===== src/rtl/hazard_unit_sb_pkg.sv =====
`default_nettype none
// ============================================================================
// Module : hazard_pkg
// Brief  : Shared types and defaults for the hazard unit.
// Rev    : 1.0
// ============================================================================
package hazard_pkg;

  localparam int unsigned c_def_reg_addr_w = 5;

  typedef enum logic [1:0] {
    FWD_RF = 2'b00,
    FWD_W  = 2'b01,
    FWD_M  = 2'b10
  } fwd_sel_t;

endpackage
`default_nettype wire


===== src/rtl/hazard_unit_sb_scoreboard.sv =====
`default_nettype none
// ============================================================================
// Module : hazard_scoreboard
// Brief  : Pending-write bits and in-flight count for multi-cycle ops.
// Rev    : 1.0
// ============================================================================
module hazard_scoreboard
  import hazard_pkg::*;
#(
  parameter int unsigned REG_ADDR_W      = c_def_reg_addr_w,
  parameter int unsigned MAX_OUTSTANDING = 2
) (
  input  logic                  clk,
  input  logic                  rst_n,
  input  logic [REG_ADDR_W-1:0] rs1_d,
  input  logic [REG_ADDR_W-1:0] rs2_d,
  input  logic [REG_ADDR_W-1:0] rd_d,
  input  logic                  long_d,
  input  logic                  issue,
  input  logic [REG_ADDR_W-1:0] issue_rd,
  input  logic                  long_done,
  input  logic [REG_ADDR_W-1:0] long_rd,
  output logic                  busy,
  output logic                  full
);

  localparam int unsigned c_num_regs = 2 ** REG_ADDR_W;
  localparam int unsigned c_cnt_w    = $clog2(MAX_OUTSTANDING + 1);
  localparam logic [c_cnt_w-1:0] c_max = c_cnt_w'(MAX_OUTSTANDING);

  logic [c_num_regs-1:0] r_pending;
  logic [c_num_regs-1:0] w_set;
  logic [c_num_regs-1:0] w_clr;
  logic [c_cnt_w-1:0]    r_count;
  logic                  w_dec;

  // A completion with nothing in flight is stray and must not underflow.
  assign w_dec = long_done && (r_count != '0);

  always_comb begin
    w_set = '0;
    w_clr = '0;
    if (issue && (issue_rd != '0)) w_set[issue_rd] = 1'b1;
    if (long_done)                 w_clr[long_rd]  = 1'b1;
  end

  always_ff @(posedge clk or negedge rst_n) begin
    if (!rst_n) begin
      r_pending <= '0;
      r_count   <= '0;
    end else begin
      r_pending <= (r_pending & ~w_clr) | w_set;
      if (issue && !w_dec)
        r_count <= r_count + c_cnt_w'(1);
      else if (w_dec && !issue)
        r_count <= r_count - c_cnt_w'(1);
    end
  end

  assign busy = r_pending[rs1_d] | r_pending[rs2_d] |
                (r_pending[rd_d] && (rd_d != '0));
  assign full = long_d && (r_count == c_max);

endmodule
`default_nettype wire


===== src/rtl/hazard_unit_sb.sv =====
`default_nettype none
// ============================================================================
// Module : hazard_unit_sb
// Brief  : Forwarding, load-use/scoreboard stalls, flushes, stall counter.
// Rev    : 1.0
// ============================================================================
module hazard_unit_sb
  import hazard_pkg::*;
#(
  parameter int unsigned REG_ADDR_W      = c_def_reg_addr_w,
  parameter int unsigned MAX_OUTSTANDING = 2,
  parameter int unsigned CNT_W           = 32
) (
  input  logic                  clk,
  input  logic                  rst_n,
  input  logic [REG_ADDR_W-1:0] rs1_d,
  input  logic [REG_ADDR_W-1:0] rs2_d,
  input  logic [REG_ADDR_W-1:0] rd_d,
  input  logic                  long_d,
  input  logic [REG_ADDR_W-1:0] rs1_e,
  input  logic [REG_ADDR_W-1:0] rs2_e,
  input  logic [REG_ADDR_W-1:0] rd_e,
  input  logic                  valid_e,
  input  logic                  mem_read_e,
  input  logic                  long_e,
  input  logic                  pc_src_e,
  input  logic [REG_ADDR_W-1:0] rd_m,
  input  logic                  reg_write_m,
  input  logic [REG_ADDR_W-1:0] rd_w,
  input  logic                  reg_write_w,
  input  logic                  long_done,
  input  logic [REG_ADDR_W-1:0] long_rd,
  output logic [1:0]            forward_a_e,
  output logic [1:0]            forward_b_e,
  output logic                  stall_f,
  output logic                  stall_d,
  output logic                  flush_d,
  output logic                  flush_e,
  output logic [CNT_W-1:0]      stall_cycles
);

  logic [REG_ADDR_W-1:0] w_rs_e [2];
  logic                  w_issue;
  logic                  w_lu;
  logic                  w_el;
  logic                  w_sb_busy;
  logic                  w_full;
  logic                  w_stall;
  logic [CNT_W-1:0]      r_stall_cycles;

  assign w_rs_e[0] = rs1_e;
  assign w_rs_e[1] = rs2_e;

  generate
    for (genvar gi = 0; gi < 2; gi++) begin : g_fwd
      fwd_sel_t w_sel;
      always_comb begin
        w_sel = FWD_RF;
        if (reg_write_m && (rd_m != '0) && (rd_m == w_rs_e[gi]))
          w_sel = FWD_M;
        else if (reg_write_w && (rd_w != '0) && (rd_w == w_rs_e[gi]))
          w_sel = FWD_W;
      end
    end
  endgenerate

  assign forward_a_e = g_fwd[0].w_sel;
  assign forward_b_e = g_fwd[1].w_sel;

  assign w_issue = valid_e && long_e;
  assign w_lu    = valid_e && mem_read_e && (rd_e != '0) &&
                   ((rd_e == rs1_d) || (rd_e == rs2_d));
  // Issue-cycle hazard: the pending bit only appears after this edge.
  assign w_el    = w_issue && (rd_e != '0) &&
                   ((rd_e == rs1_d) || (rd_e == rs2_d) || (rd_e == rd_d));

  hazard_scoreboard #(
    .REG_ADDR_W      (REG_ADDR_W),
    .MAX_OUTSTANDING (MAX_OUTSTANDING)
  ) u_sb (
    .clk       (clk),
    .rst_n     (rst_n),
    .rs1_d     (rs1_d),
    .rs2_d     (rs2_d),
    .rd_d      (rd_d),
    .long_d    (long_d),
    .issue     (w_issue),
    .issue_rd  (rd_e),
    .long_done (long_done),
    .long_rd   (long_rd),
    .busy      (w_sb_busy),
    .full      (w_full)
  );

  assign w_stall = w_lu | w_el | w_sb_busy | w_full;

  // A redirect must load the new PC, so flush beats stall.
  assign stall_f = w_stall && !pc_src_e;
  assign stall_d = w_stall && !pc_src_e;
  assign flush_e = w_stall | pc_src_e;
  assign flush_d = pc_src_e;

  always_ff @(posedge clk or negedge rst_n) begin
    if (!rst_n)
      r_stall_cycles <= '0;
    else if (stall_d && (r_stall_cycles != '1))
      r_stall_cycles <= r_stall_cycles + CNT_W'(1);
  end

  assign stall_cycles = r_stall_cycles;

endmodule
`default_nettype wire


===== config.mk =====
export PLATFORM = sky130hd
export DESIGN_NAME = hazard_unit_sb
export DESIGN_NICKNAME = d
export VERILOG_FILES = /design/src/rtl/hazard_unit_sb_pkg.sv /design/src/rtl/hazard_unit_sb_scoreboard.sv /design/src/rtl/hazard_unit_sb.sv
export SDC_FILE = /design/constraint.sdc
export NUM_CORES = 1
export LEC_CHECK = 0
export ABC_CLOCK_PERIOD_IN_PS = 2500
export BUFFER_PORTS_ARGS = -buffer_cell sky130_fd_sc_hd__buf_2
export CAP_MARGIN = 15
export CELL_PAD_IN_SITES_DETAIL_PLACEMENT = 0
export CELL_PAD_IN_SITES_GLOBAL_PLACEMENT = 1
export CORE_UTILIZATION = 25
export DETAILED_ROUTE_END_ITERATION = 10
export GPL_ROUTABILITY_DRIVEN = 0
export PLACE_DENSITY = 0.64
export SYNTH_ARGS = -nofsm -noshare
export SYNTH_HDL_FRONTEND = slang
export SYNTH_SLANG_ARGS = --single-unit

===== constraint.sdc =====
create_clock -name clk -period 2.5 [get_ports clk]
set_input_delay 0.25 -clock clk [delete_from_list [all_inputs] [get_ports clk]]
set_output_delay 0.25 -clock clk [all_outputs]
set_load 0.02 [all_outputs]

**After elaboration in Yosys (flattened, before gate mapping)**

Index checks and enable logic that the tools add are counted.
Widths: inputs -> output; s select.

- Logic and storage cells: 81
- Output and inout bits: 40
- Flip-flop bits (word level): 66
- Input port bits: 55

- Multiplexer cells: 18
- Bitwise operators: 9
- Eq/ne operators: 9
- Reductions and logical operators: 32
- Add/subtract/negate cells: 3
- $lt $le $gt $ge: 7

Operators with widths:

| kind | number |
|---|---|
| $mux 32 | 2 |
| $eq 5x5->1 | 7 |
| $add 32x1->32 const B | 1 |
| $and 32x32->32 | 1 |
| $ne 32x32->1 const B | 1 |
| $not 32->32 | 1 |
| $or 32x32->32 | 1 |
| $lt 5x6->1 const B | 5 |
| $logic_and 1x1->1 | 21 |
| $reduce_bool 5->1 | 4 |
| $bmux 1 s5 | 3 |
| $demux 1 s5 | 2 |
| $ge 5x1->1 const B | 2 |
| $mux 2 | 4 |
| $mux 1 | 7 |
| $or 1x1->1 | 6 |
| $reduce_bool 2->1 | 2 |
| $logic_not 1->1 | 3 |
| $add 2x1->2 const B | 1 |
| $eq 2x2->1 const B | 1 |
| $logic_or 1x1->1 | 2 |
| $sub 2x1->2 const B | 1 |

**Logic depth before layout (Yosys ltp)**

- Depth in word-level cells: 9
- Mapped depth: 10
- Gate-level depth less buffers: 7

**Hierarchy**

A second synthesis with hierarchy kept.

- Cell total of the unflattened synthesis: 444
- Area, all modules: 4416.7 sq um

By module, submodules not included:

| module | seq. area each (sq um) | area each (sq um) | instances | cells an instance |
|---|---|---|---|---|
| hazard_scoreboard | 850.8 | 2336.0 | 1 | 223 |
| hazard_unit_sb | 800.8 | 2080.7 | 1 | 221 |

**Worst setup path before layout**

No wires, ideal clock.

- Kind: input-to-output
- Start point: input rs1_d[0]
- End point: output stall_f
- Stages: 9
- Required time: 2.250 ns
- Path slack: -0.105 ns
- Data arrival time: 2.355 ns
- Path buffers: 3
- Cells stage by stage: clkbuf_1 > mux4_2 > mux2i_1 > nor2_1 > a211o_1 > nor4_4 > buf_2 > nor2_1 > buf_4

- Word-level cells in the longest chain between the ends: 8
- Elaborated cells on any way between the ends: 13
- Classes of those cells: 1 x eq/ne; 2 x mux; 5 x bitwise; 5 x reduce/logical

RTL lines:

| what | RTL line | RTL |
|---|---|---|
| start: declaration | hazard_unit_sb.sv:16 | `input logic [REG_ADDR_W-1:0] rs1_d,` |
| branches (longest 5 deep; another with $bmux 1 s5) | - |  |
| $or 1x1->1 * (2 in a row) | hazard_unit_sb.sv:95 | `assign w_stall = w_lu \| w_el \| w_sb_busy \| w_full;` |
| $logic_and 1x1->1 * | - |  |
| end: declaration | hazard_unit_sb.sv:35 | `output logic stall_f,` |

Every way passes the cells marked *. The select of a mux whose other input is x is not followed.

**Final worst setup path**

- Start point: register u_sb.r_pending[7]
- End point: output stall_d

- Word-level cells in the longest chain between the ends: 7
- Elaborated cells on any way between the ends: 12
- Classes of those cells: 6 x mux; 4 x bitwise; 2 x reduce/logical

RTL lines:

| what | RTL line | RTL |
|---|---|---|
| start: declaration | hazard_unit_sb_scoreboard.sv:31 | `logic [c_num_regs-1:0] r_pending;` |
| start signal: assignment | hazard_unit_sb_scoreboard.sv:52 | `r_pending <= (r_pending & ~w_clr) \| w_set;` |
| $bmux 1 s5, on equally long branches | hazard_unit_sb_scoreboard.sv:60, hazard_unit_sb_scoreboard.sv:61 |  |
| $mux 1, on equally long branches | hazard_unit_sb_scoreboard.sv:60, hazard_unit_sb_scoreboard.sv:61 |  |
| $or 1x1->1 / $logic_and 1x1->1 (equally long branches) | hazard_unit_sb_scoreboard.sv:60, hazard_unit_sb_scoreboard.sv:61 |  |
| $or 1x1->1 * | hazard_unit_sb_scoreboard.sv:60 | `assign busy = r_pending[rs1_d] \| r_pending[rs2_d] \|` |
| $or 1x1->1 * (2 in a row) | hazard_unit_sb.sv:95 |  |
| $logic_and 1x1->1 * | hazard_unit_sb.sv:99 | `assign stall_d = w_stall && !pc_src_e;` |
| end: declaration | hazard_unit_sb.sv:36 | `output logic stall_d,` |

Mark *: on every way between the ends. The rest lies on a longest branch, timed or not. The select of a mux whose other input is x is not followed.

==> results.cfg <==
[placement]
placed_area_um2 = 5350
dp_slack_ns = -0.0729
place_hpwl_mm = 10.5
io_buffer_count = 94
dp.cells = 788

[setup_path]
cp_slowest_cell = mux4_2
start_kind = flip-flop
r2r-end = stall_cycles[4]$_DFFE_PN0P_
r2r-start = u_sb.r_pending[7]$_DFF_PN0_
crit_fanout = 4
cp.arrival_ns = 2.43
required_ns = 2.25
crit_path_max_incr_delay_ns = 0.48
critPathBufInv = 3
r2r_setup_slack_ns = -0.12
critPathKind = reg -> out
path_cells = mux4_2 -> nand2b_4 -> o211ai_1 -> o211ai_1 -> nor4_4 -> buf_4 -> buf_12 -> nor2_2 -> buf_6
path_delay_family = multiplexers
reg2reg_depth = 11
endpoint_kind = output port
path_common_cell = o211ai_1

[clocking]
clockRootBuffer = clkbuf_16
insertion_delay_ns = 0.33
cts_buffer_depth = 2
clock-sinks = 66
clk_pin_slew_ns = 0.05
cts_buffers = 9
htree_levels = 3
cts_tree = done

[logic_synthesis]
synthesis.area_um2 = 4410
synth-seq-cells = 66
synthCells = 460
synthArstFlopShare_pct = 100
synth_edf_count = 0
synth_top_cell_by_area = dfrtp_1
synthMostInstantiatedCell = o21ai_0
yosysUniqueCellTypes = 48
syn_nets = 517
ys_seq_area_share_pct = 37.4
synthTopCellsByArea = dfrtp_1, xor2_1, o21ai_0
ys.flop_type = dfrtp_1
synth_top_area_share_pct = 37.4
ys_warn_count = 0
yosys-top-cells-count = o21ai_0, dfrtp_1, xor2_1
syn_avg_cell_area_um2 = 9.59

[timing]
fmaxAchievable_mhz = 374
fin_hold_ws_ns = 0.311
relSlewSlack_pct = 61.3
fin_crit_sh_pct = 107
period_needed_ns = 2.68
setup_violations = 24
final-hold-violation-count = 0
worst_pin_slew_ns = 0.581
setup_ws_ns = -0.176
rsz0062_at_grt = yes
finalSetupTns_ns = -2.17
fin_skew_ns = 0.00623
slew_violations = 0

[die]
die_y_um = 135
io_pins = 95
core_um2 = 17200
die_area_um2 = 18200
initial_core_util_pct = 25.6
rows = 48
die_w_um = 135

[detailed_routing]
viasPerCell = 5.20
vias = 4221
drt_iter0_markers = 281
drt-total-wl_mm = 14.4
route.detailed.drc = 0
ant_nets = 0
dr.pass1.iters = 4
wl_per_cell_um = 17.8

[power_and_ir_drop]
powerDensity_nw_per_um2 = 674
power.total_mw = 3.95
peakVddDrop_mv = 0.370
p_leak_nw = 2.72

[min_path]
whs_endpoint = stall_cycles[28]$_DFFE_PN0P_
worstHoldPathType = in -> reg
hold_depth = 3
hp-start = pc_src_e

[global_routing]
antenna_found_initial = 0
grt_max_degree = 46
grt.total_usage_pct = 16.0
overflow = 0
grt_pass1_wl_mm = 22.4
first_global_vias = 4151

[run]
max_cap_viol_count = 0

[run_status]
status = finished, violations left
violations = negative setup slack

[cells_and_area]
area_growth_pct = 32.8
fin_cells = 811
fillers = 1740
drive_above_1_share_pct = 31.7
fin_area_um2 = 5860
final_core_util_pct = 34.0
num_antenna_cells = 0
nNetsFinal = 642
==> per-layer routing <==
metal | GRT usage, % | vias up | routed length, µm
li1 | - | 1922 | -
met1 | 20.8 | 2081 | 6290
met2 | 26.0 | 196 | 6720
met3 | 4.58 | 22 | 1150
met4 | 4.49 | 0 | 240
met5 | 0 | - | 0
==> report_power, final <==
group / internal [mW] / switching (mW)
registers: 1.26 / 0.217
logic: 0.620 / 0.696
clock network: 0.729 / 0.431
total: 2.61 / 1.34
==> kinds of logic after synthesis <==
logic type / count (synthesis) / share of synthesized area [%]
xor gates and xnor gates: 68 / 13.5
AOI/OAI and AO/OA: 90 / 11.4
and+or+nand+nor: 163 / 21.2
adders and majority gates: 2 / 0.567
muxes: 41 / 12.5
buffers and inverters: 30 / 3.29
DFF: 66 / 37.4
==> how the worst max path moves through the flow <==
stage	startpoint	end	slack (ns)	depth (start not counted)
2_1_floorplan	rd_d[0]	stall_f	0.03	9
3_3_place_gp	rs1_d[0]	stall_cycles[1]$_DFFE_PN0P_	-0.07	9
3_5_place_dp	rs1_d[0]	stall_cycles[1]$_DFFE_PN0P_	-0.07	9
4_1_cts	u_sb.r_pending[13]$_DFF_PN0_	flush_e	-0.27	9
5_1_grt	u_sb.r_pending[7]$_DFF_PN0_	stall_f	-0.28	9
6_report	u_sb.r_pending[7]$_DFF_PN0_	stall_d	-0.18	9
==> worst reg2reg max path, cell delays in order (launching register included) <==
cell       delay, ns
dfrtp_1         0.44
mux4_2          0.48
nand2b_4        0.15
o211ai_1        0.11
o211ai_1        0.18
nor4_4          0.27
buf_4           0.18
buf_12          0.11
buf_4           0.17
clkbuf_16       0.18
nor4b_4         0.05
xor2_1          0.17
==> sequential cells by signal (all words and copies together), names as in the netlist <==
register and cells:
u_sb.r_count 2, stall_cycles 32, u_sb.r_pending 32
==> cells in the final DEF, fill, tap and decap left out, types with 5 or more instances in the layout <==
master | netlist | routed
nor4_4 | 1 | 5
nor2b_1 | 5 | 5
nor3_1 | 16 | 14
buf_2 | 8 | 91
dfrtp_1 | 66 | 65
nand4_1 | 8 | 8
or3b_2 | 5 | 5
mux2i_1 | 29 | 29
nand2_1 | 29 | 29
nand3b_1 | 9 | 9
o21ai_0 | 67 | 67
or4_1 | 5 | 5
clkbuf_16 | 0 | 10
mux4_2 | 10 | 11
nand3_1 | 23 | 23
a22oi_1 | 5 | 5
xor2_1 | 47 | 47
a21oi_1 | 6 | 6
and3_1 | 9 | 9
buf_4 | 2 | 39
xnor2_1 | 21 | 21
nor2_1 | 22 | 20
==> layout make-up <==
class / instances / area (µm²) / share of cell area, %
clock buffers: 12 / 267 / 4.55
inverters: 4 / 15.0 / 0.256
multi-input cells: 364 / 2740 / 46.7
flip-flops and latches: 66 / 1650 / 28.2
well taps: 225 / 282 / 4.80
repair buffers: 140 / 908 / 15.5
==> repair_timing <==
item / CTS / global route
gates cloned: 1 / 1
hold buffers: 1 / 0
buffers inserted: 9 / 1
setup endpoints to repair: 4 / 35
gates resized for setup: 10 / 20
endpoints found under the hold margin: 21 / 0
pin swaps: 2 / 12
Power figures use the tool's default switching activity.
